## config.mk

```make
export PLATFORM = sky130hd
export DESIGN_NAME = pipe_ctrl
export DESIGN_NICKNAME = d
export VERILOG_FILES = /design/src/rtl/pipe_ctrl_pkg.sv /design/src/rtl/pipe_ctrl.sv
export SDC_FILE = /design/constraint.sdc
export NUM_CORES = 1
export LEC_CHECK = 0
export BUFFER_PORTS_ARGS = -buffer_cell sky130_fd_sc_hd__buf_4
export CAP_MARGIN = 10
export CORE_ASPECT_RATIO = 0.8
export CORE_UTILIZATION = 50
export CTS_BUF_LIST = sky130_fd_sc_hd__clkbuf_8 sky130_fd_sc_hd__clkbuf_16
export CTS_CLUSTER_SIZE = 25
export DETAILED_ROUTE_END_ITERATION = 10
export PLACE_DENSITY = 0.79
export SLEW_MARGIN = 40
export SYNTH_ARGS = -nofsm -noshare
export SYNTH_HDL_FRONTEND = slang
export SYNTH_SLANG_ARGS = --single-unit
export TNS_END_PERCENT = 10
```

## constraint.sdc

```tcl
create_clock -name clk -period 4.28 [get_ports clk]
set_input_delay 0.856 -clock clk [delete_from_list [all_inputs] [get_ports clk]]
set_output_delay 0.856 -clock clk [all_outputs]
set_load 0.02 [all_outputs]
```

## src/rtl/pipe_ctrl_pkg.sv

```systemverilog
// rtl/pipe_ctrl_pkg.sv - shared stall bus width, stall patterns and FSM encodings for pipe_ctrl
package pipe_ctrl_pkg;

  localparam int STALL_W = 6;

  // Bit order: [0]pc [1]if_id [2]id_ex [3]ex_mem [4]mem_wb [5]wb
  localparam logic [STALL_W-1:0] STALL_MEM = 6'b011111;
  localparam logic [STALL_W-1:0] STALL_EX  = 6'b001111;
  localparam logic [STALL_W-1:0] STALL_ID  = 6'b000111;
  localparam logic [STALL_W-1:0] STALL_IF  = 6'b000011;
  localparam logic [STALL_W-1:0] NO_STALL  = 6'b000000;

  // Bit 0 = memory wait outstanding, bit 1 = divider wait outstanding
  localparam logic [1:0] ST_RUN          = 2'b00;
  localparam logic [1:0] ST_MEM_WAIT     = 2'b01;
  localparam logic [1:0] ST_DIV_WAIT     = 2'b10;
  localparam logic [1:0] ST_MEM_DIV_WAIT = 2'b11;

endpackage

```

## src/rtl/pipe_ctrl.sv

```systemverilog
// rtl/pipe_ctrl.sv - pipeline stall/flush sequencer with wait FSM, stall counter and watchdog
module pipe_ctrl
  import pipe_ctrl_pkg::*;
#(
  parameter int TIMEOUT = 256,
  parameter int CNT_W   = 32
) (
  input  logic               clk,
  input  logic               rst,
  input  logic               if_req,
  input  logic               if_ack,
  input  logic               ld_use,
  input  logic               div_start,
  input  logic               div_done,
  input  logic               mem_req,
  input  logic               mem_ack,
  input  logic               br_flush,
  output logic [STALL_W-1:0] stall,
  output logic               flush,
  output logic [CNT_W-1:0]   stall_cnt,
  output logic               timeout_err
);

  localparam int                WCNT_W   = $clog2(TIMEOUT + 1);
  localparam logic [WCNT_W-1:0] WCNT_MAX = WCNT_W'(TIMEOUT);
  localparam logic [WCNT_W-1:0] WCNT_ERR = WCNT_W'(TIMEOUT - 1);

  logic [1:0]        state;
  logic [1:0]        state_nxt;
  logic [WCNT_W-1:0] wait_cnt;
  logic              pend_flush;
  logic              in_mem;
  logic              in_div;
  logic              mem_hold;
  logic              div_hold;
  logic              ex_hold;

  always_comb begin
    in_mem   = (state == ST_MEM_WAIT) || (state == ST_MEM_DIV_WAIT);
    in_div   = (state == ST_DIV_WAIT) || (state == ST_MEM_DIV_WAIT);
    mem_hold = in_mem ? !mem_ack  : (mem_req && !mem_ack);
    div_hold = in_div ? !div_done : (div_start && !div_done);
    ex_hold  = mem_hold || div_hold;
  end

  // A pure memory wait only leaves on mem_ack; otherwise the next state is just the hold pair.
  always_comb begin
    state_nxt = {div_hold, mem_hold};
    if (state == ST_MEM_WAIT) begin
      if (!mem_ack)
        state_nxt = ST_MEM_WAIT;
      else if (div_start && !div_done)
        state_nxt = ST_DIV_WAIT;
      else
        state_nxt = ST_RUN;
    end
  end

  always_comb begin
    stall = NO_STALL;
    flush = 1'b0;
    if (rst) begin
      flush = (br_flush || pend_flush) && !ex_hold;
      if (mem_hold)
        stall = STALL_MEM;
      else if (div_hold)
        stall = STALL_EX;
      else if (ld_use && !flush)
        stall = STALL_ID;
      else if (if_req && !if_ack && !flush)
        stall = STALL_IF;
    end
  end

  always_ff @(posedge clk or negedge rst) begin
    if (!rst) begin
      state       <= ST_RUN;
      wait_cnt    <= '0;
      pend_flush  <= 1'b0;
      stall_cnt   <= '0;
      timeout_err <= 1'b0;
    end else begin
      state <= state_nxt;
      // A branch seen while ex_mem holds is replayed on the first cycle it is free.
      pend_flush <= ex_hold && (pend_flush || br_flush);
      if (state == ST_RUN || state_nxt != state)
        wait_cnt <= '0;
      else if (wait_cnt != WCNT_MAX)
        wait_cnt <= wait_cnt + WCNT_W'(1);
      if (state != ST_RUN && wait_cnt == WCNT_ERR)
        timeout_err <= 1'b1;
      if (stall[0] && stall_cnt != '1)
        stall_cnt <= stall_cnt + CNT_W'(1);
    end
  end

endmodule
```

Word-level counts from Yosys, hierarchy flattened. Cells that the tools add are included.

Register bits: 45. Input port bits: 10. Output and inout port bits: 40. Logic and storage cells: 49.

Add/subtract/negate cells: 2. Equal/unequal tests: 7. Multiplexer cells: 13. Reduce and logical (&&, ||, !) cells: 22.

Operators with widths (number): 32-bit by 1-bit adder with 32-bit output, second input constant (1); 32-bit inequality test, second input constant (1); 9-bit two-way mux (2); 5-bit two-way mux (2); 9-bit by 1-bit adder with 9-bit output, second input constant (1); 9-bit by 8-bit equality test with 1-bit output, second input constant (1); 1-bit logical AND (9); 9-bit inequality test, second input constant (1); 2-bit two-way mux (4); 1-bit zero test (5); 1-bit logical OR (5); 2-bit equality test, second input constant (2); 4-bit two-way mux (1); 2-bit nonzero test (2); 1-bit two-way mux (3); 3-bit two-way mux (1); 2-bit by 1-bit equality test with 1-bit output, second input constant (1); 2-bit zero test (1); 2-bit inequality test (1).

Longest topological paths before layout.
Depth after elaboration: 14. Depth in mapped cells: 7. Depth with buffers taken out: 7.

Least setup slack after synthesis. Ideal clock, no wire load.

Path type: input to output. From: input mem_req. To: output stall[1]. Arrival: 2.010 ns. Required time: 3.424 ns. Setup slack: 1.414 ns. Stages: 6. Cells stage by stage: nor2_1 o22ai_2 o21ai_1 clkbuf_1 inv_1 buf_4.

Cells in the longest elaborated chain, start to end: 12.

Ends and longest elaborated chain: start, declared (RTL line pipe_ctrl.sv:15) `input logic mem_req,`; 1-bit logical AND (*) (RTL line pipe_ctrl.sv:41) `mem_hold = in_mem ? !mem_ack : (mem_req && !mem_ack);`; 1-bit two-way mux (*) (RTL line pipe_ctrl.sv:41); 1-bit logical OR (RTL line pipe_ctrl.sv:43) `ex_hold = mem_hold || div_hold;`; 1-bit zero test (RTL line pipe_ctrl.sv:63) `flush = (br_flush || pend_flush) && !ex_hold;`; 1-bit logical AND (RTL line pipe_ctrl.sv:63); 1-bit zero test (RTL line pipe_ctrl.sv:68, pipe_ctrl.sv:70); 1-bit logical AND (RTL line pipe_ctrl.sv:70) `else if (if_req && !if_ack && !flush)`; 2-bit two-way mux (RTL line pipe_ctrl.sv:70); 3-bit two-way mux (RTL line pipe_ctrl.sv:68) `else if (ld_use && !flush)`; 4-bit two-way mux (RTL line pipe_ctrl.sv:66) `else if (div_hold)`; 5-bit two-way mux (*) (RTL line pipe_ctrl.sv:64) `if (mem_hold)`; 5-bit two-way mux (*) (RTL line pipe_ctrl.sv:62) `if (rst) begin`; end, declared (RTL line pipe_ctrl.sv:18) `output logic [STALL_W-1:0] stall,`.

Every way passes the cells marked *; elsewhere a longest branch is shown, timed or not.

Worst setup path in the final report.
From: input rst. To: output stall[0].

Cells in the longest elaborated chain, start to end: 1.

Ends and longest elaborated chain: start, declared (RTL line pipe_ctrl.sv:9) `input logic rst,`; 5-bit two-way mux (RTL line pipe_ctrl.sv:62).

No other way between the ends.

==> results.sh <==
export IMPL_cts_hold_buffers_added=0
export IMPL_drv_slew=0
export IMPL_hp_class="reg -> reg"
export IMPL_timing_critical_path_from_type="input port"
export IMPL_internal_power_uw=740
export IMPL_drc=0
export IMPL_fillers=356
export IMPL_maxCapViolCount=0
export IMPL_worstPathArrival_ps=1990
export IMPL_avgViaCountPerCell=5.39
export IMPL_fin_worst_skew_ps=4.36
export IMPL_finalSetupTns_ps=0
export IMPL_nets=296
export IMPL_ir_drop_mv=0.385
export IMPL_drtIter0Drc=144
export IMPL_stdcell_area_mm2=0.00283
export IMPL_clk_latency_ps=300
export IMPL_dieArea_mm2=0.00490
export IMPL_synth_seq_cells=45
export IMPL_drive_above_1_share_pct=24.0
export IMPL_setup_viol=0
export IMPL_cts_tree="done"
export IMPL_vias=1832
export IMPL_critical_path_class="in -> out"
export IMPL_synth_edf_count=0
export IMPL_ios=50
export IMPL_grt_overflow=0
export IMPL_wirelength_mm=4.74
export IMPL_initial_utilization_pct=53.6
export IMPL_root_buffer="clkbuf_8"
export IMPL_crit_start="rst"
export IMPL_syn_to_final_growth_pct=22.3
export IMPL_hold_viol=0
export IMPL_rsz0062_at_grt="false"
export IMPL_reg2reg_from="stall_cnt[0]"
export IMPL_grt_pass1_wl_mm=8.24
export IMPL_whs_ps=477
export IMPL_path_clk_slew_ps=80
export IMPL_ys_seq_area_share_pct=48.7
export IMPL_rows=21
export IMPL_dp_hpwl_mm=3.34
export IMPL_end_kind="primary output"
export IMPL_yosys_warnings=0
export IMPL_pwr_share_clk_pct=25.9
export IMPL_antenna_found_initial=0
export IMPL_yosys_top_cells_area="dfrtp_1 (49%), xor2_1 (11%), nand3_1 (4.1%)"
export IMPL_synth_nets=245
export IMPL_cts_made_buffers=5
export IMPL_status="complete, no violations"
export IMPL_powerDensity_mw_per_mm2=392
export IMPL_synth_top_area_share_pct=48.7
export IMPL_leakage_nw=1.34
export IMPL_grt_max_degree=52
export IMPL_syn_area_mm2=0.00231
export IMPL_sw_frac_of_total_pct=33.2
export IMPL_crit_path_max_fanout=51
export IMPL_clockBufferDepth=2
export IMPL_synth_most_common_cell="dfrtp_1"
export IMPL_post_drt_wl_per_cell_um=13.9
export IMPL_post_cts_resized=0
export IMPL_fin_util_pct=65.6
export IMPL_io_buffers=48
export IMPL_synthArstFlopShare_pct=100
export IMPL_gp_congestion=0.797
export IMPL_die_w_um=78.0
export IMPL_tightest_slew_ps=594
export IMPL_cts_setup_buffers=0
export IMPL_slew_headroom_pct=60.4
export IMPL_dieHeight_um=62.8
export IMPL_syn_avg_cell_area_um2=10.0
export IMPL_sequentialPowerShare_pct=49.3
export IMPL_grt_pass1_vias=1714
export IMPL_fin_crit_sh_pct=66.5
export IMPL_core_mm2=0.00431
export IMPL_globalRouteTotalUtil_pct=21.9
export IMPL_min_delay_start="timeout_err"
export IMPL_syn_inst=231
export IMPL_antenna_left=0
export IMPL_synth_top_area_cell="dfrtp_1"
export IMPL_cts_sinks=45
export IMPL_ctsHtreeMaxLevel=2
export IMPL_placed_area_mm2=0.00272
export IMPL_synth_common_cells="dfrtp_1 (45), xor2_1 (28), nand3_1 (19), nor2_1 (18), nor3_1 (16)"
export IMPL_ys_flop_type="dfrtp_1"
export IMPL_antenna_cells=0
export IMPL_fin_crit_ps=2850
export IMPL_timing_fmax_mhz=351
export IMPL_p_switching_uw=368
export IMPL_synthDistinctLibCells=40
export IMPL_dr_pass1_iters=4
export IMPL_pwr_share_comb_pct=24.8
export IMPL_crit_required_ps=3420
==> critical path, stage by stage <==
cell and delay [ps]:
buf_4 470, o21ai_1 140, buf_4 240, inv_1 120, buf_4 150
==> power by group through the flow <==
| stage | clock [mW] | sequential, mW | combinational, mW |
|---|---|---|---|
| 2_1_floorplan | 0 | 0.593 | 0.108 |
| 3_3_place_gp | 0 | 0.552 | 0.269 |
| 3_5_place_dp | 0 | 0.553 | 0.275 |
| 4_1_cts | 0.291 | 0.545 | 0.278 |
| 5_1_grt | 0.314 | 0.557 | 0.299 |
| 6_report | 0.287 | 0.546 | 0.275 |
==> flip-flops by register name, indices dropped and copies added (netlist names) <==
name         cells
timeout_err      1
pend_flush       1
stall_cnt       32
state            2
wait_cnt         9
==> metrics by stage <==
step | cells | setup slack [ps] | power [mW]
after floorplan | 231 | 1410 | 0.702
after CTS | 339 | 1380 | 1.11
final | 340 | 1430 | 1.11
after global placement | 330 | 1420 | 0.821
after global routing | 340 | 1290 | 1.17
after detailed placement | 331 | 1400 | 0.828
==> layout by cell type, fill, tap and decap left out, types with 2 or more instances in the layout <==
| cell | instances |
|---|---|
| or2_2 | 2 |
| and3_1 | 3 |
| nor3_1 | 16 |
| clkbuf_8 | 7 |
| nand2_1 | 15 |
| xnor2_1 | 8 |
| or3_1 | 2 |
| nand3_1 | 19 |
| nand4_1 | 5 |
| nor4b_1 | 4 |
| a21oi_1 | 6 |
| and2_1 | 2 |
| ha_1 | 4 |
| nor2b_1 | 2 |
| buf_4 | 49 |
| dfrtp_1 | 45 |
| o21a_1 | 2 |
| nor4_1 | 15 |
| nor2_1 | 18 |
| nand2b_1 | 3 |
| xor2_1 | 28 |
| inv_1 | 9 |
==> cell families after synthesis <==
logic type               share of synthesized area [%]
adder cells (fa/ha/maj)                           2.17
multiplexers                                      1.14
flip-flops                                        48.7
other                                            0.162
AO/OA/AOI/OAI                                     4.39
XOR/XNOR                                          13.6
AND/OR/NAND/NOR                                   26.5
buffers and inverters                             3.30
==> area by class of cell <==
type / count / area, um^2 / area share (%)
sequential: 45 / 1130 / 39.9
multi-input combinational: 170 / 1110 / 39.2
timing repair buffer: 51 / 384 / 13.6
clock buffer: 7 / 96.3 / 3.41
tap: 57 / 71.3 / 2.52
inverter: 9 / 33.8 / 1.20
clock inverter: 1 / 5.00 / 0.177
==> layer usage <==
| metal | part of all wire, % | up-vias | GRT usage, % |
|---|---|---|---|
| li1 | - | 910 | - |
| met1 | 51 | 864 | 33.2 |
| met2 | 42 | 53 | 30.2 |
| met3 | 5.9 | 5 | 4.96 |
| met4 | 0.95 | 0 | 8.10 |
| met5 | 0 | - | 0 |
==> path summary, 6_finish.rpt <==
check	cells past startpoint	to	slack, ps
worst max-delay path	5	stall[0]	1430
min in group asynchronous	1	state[1]	560
worst min register to register	1	timeout_err	480
worst max register to register	7	stall_cnt[31]	1900
worst min-delay path	1	timeout_err	480
max in group asynchronous	1	stall_cnt[18]	3320
Power figures use the tool's default switching activity.
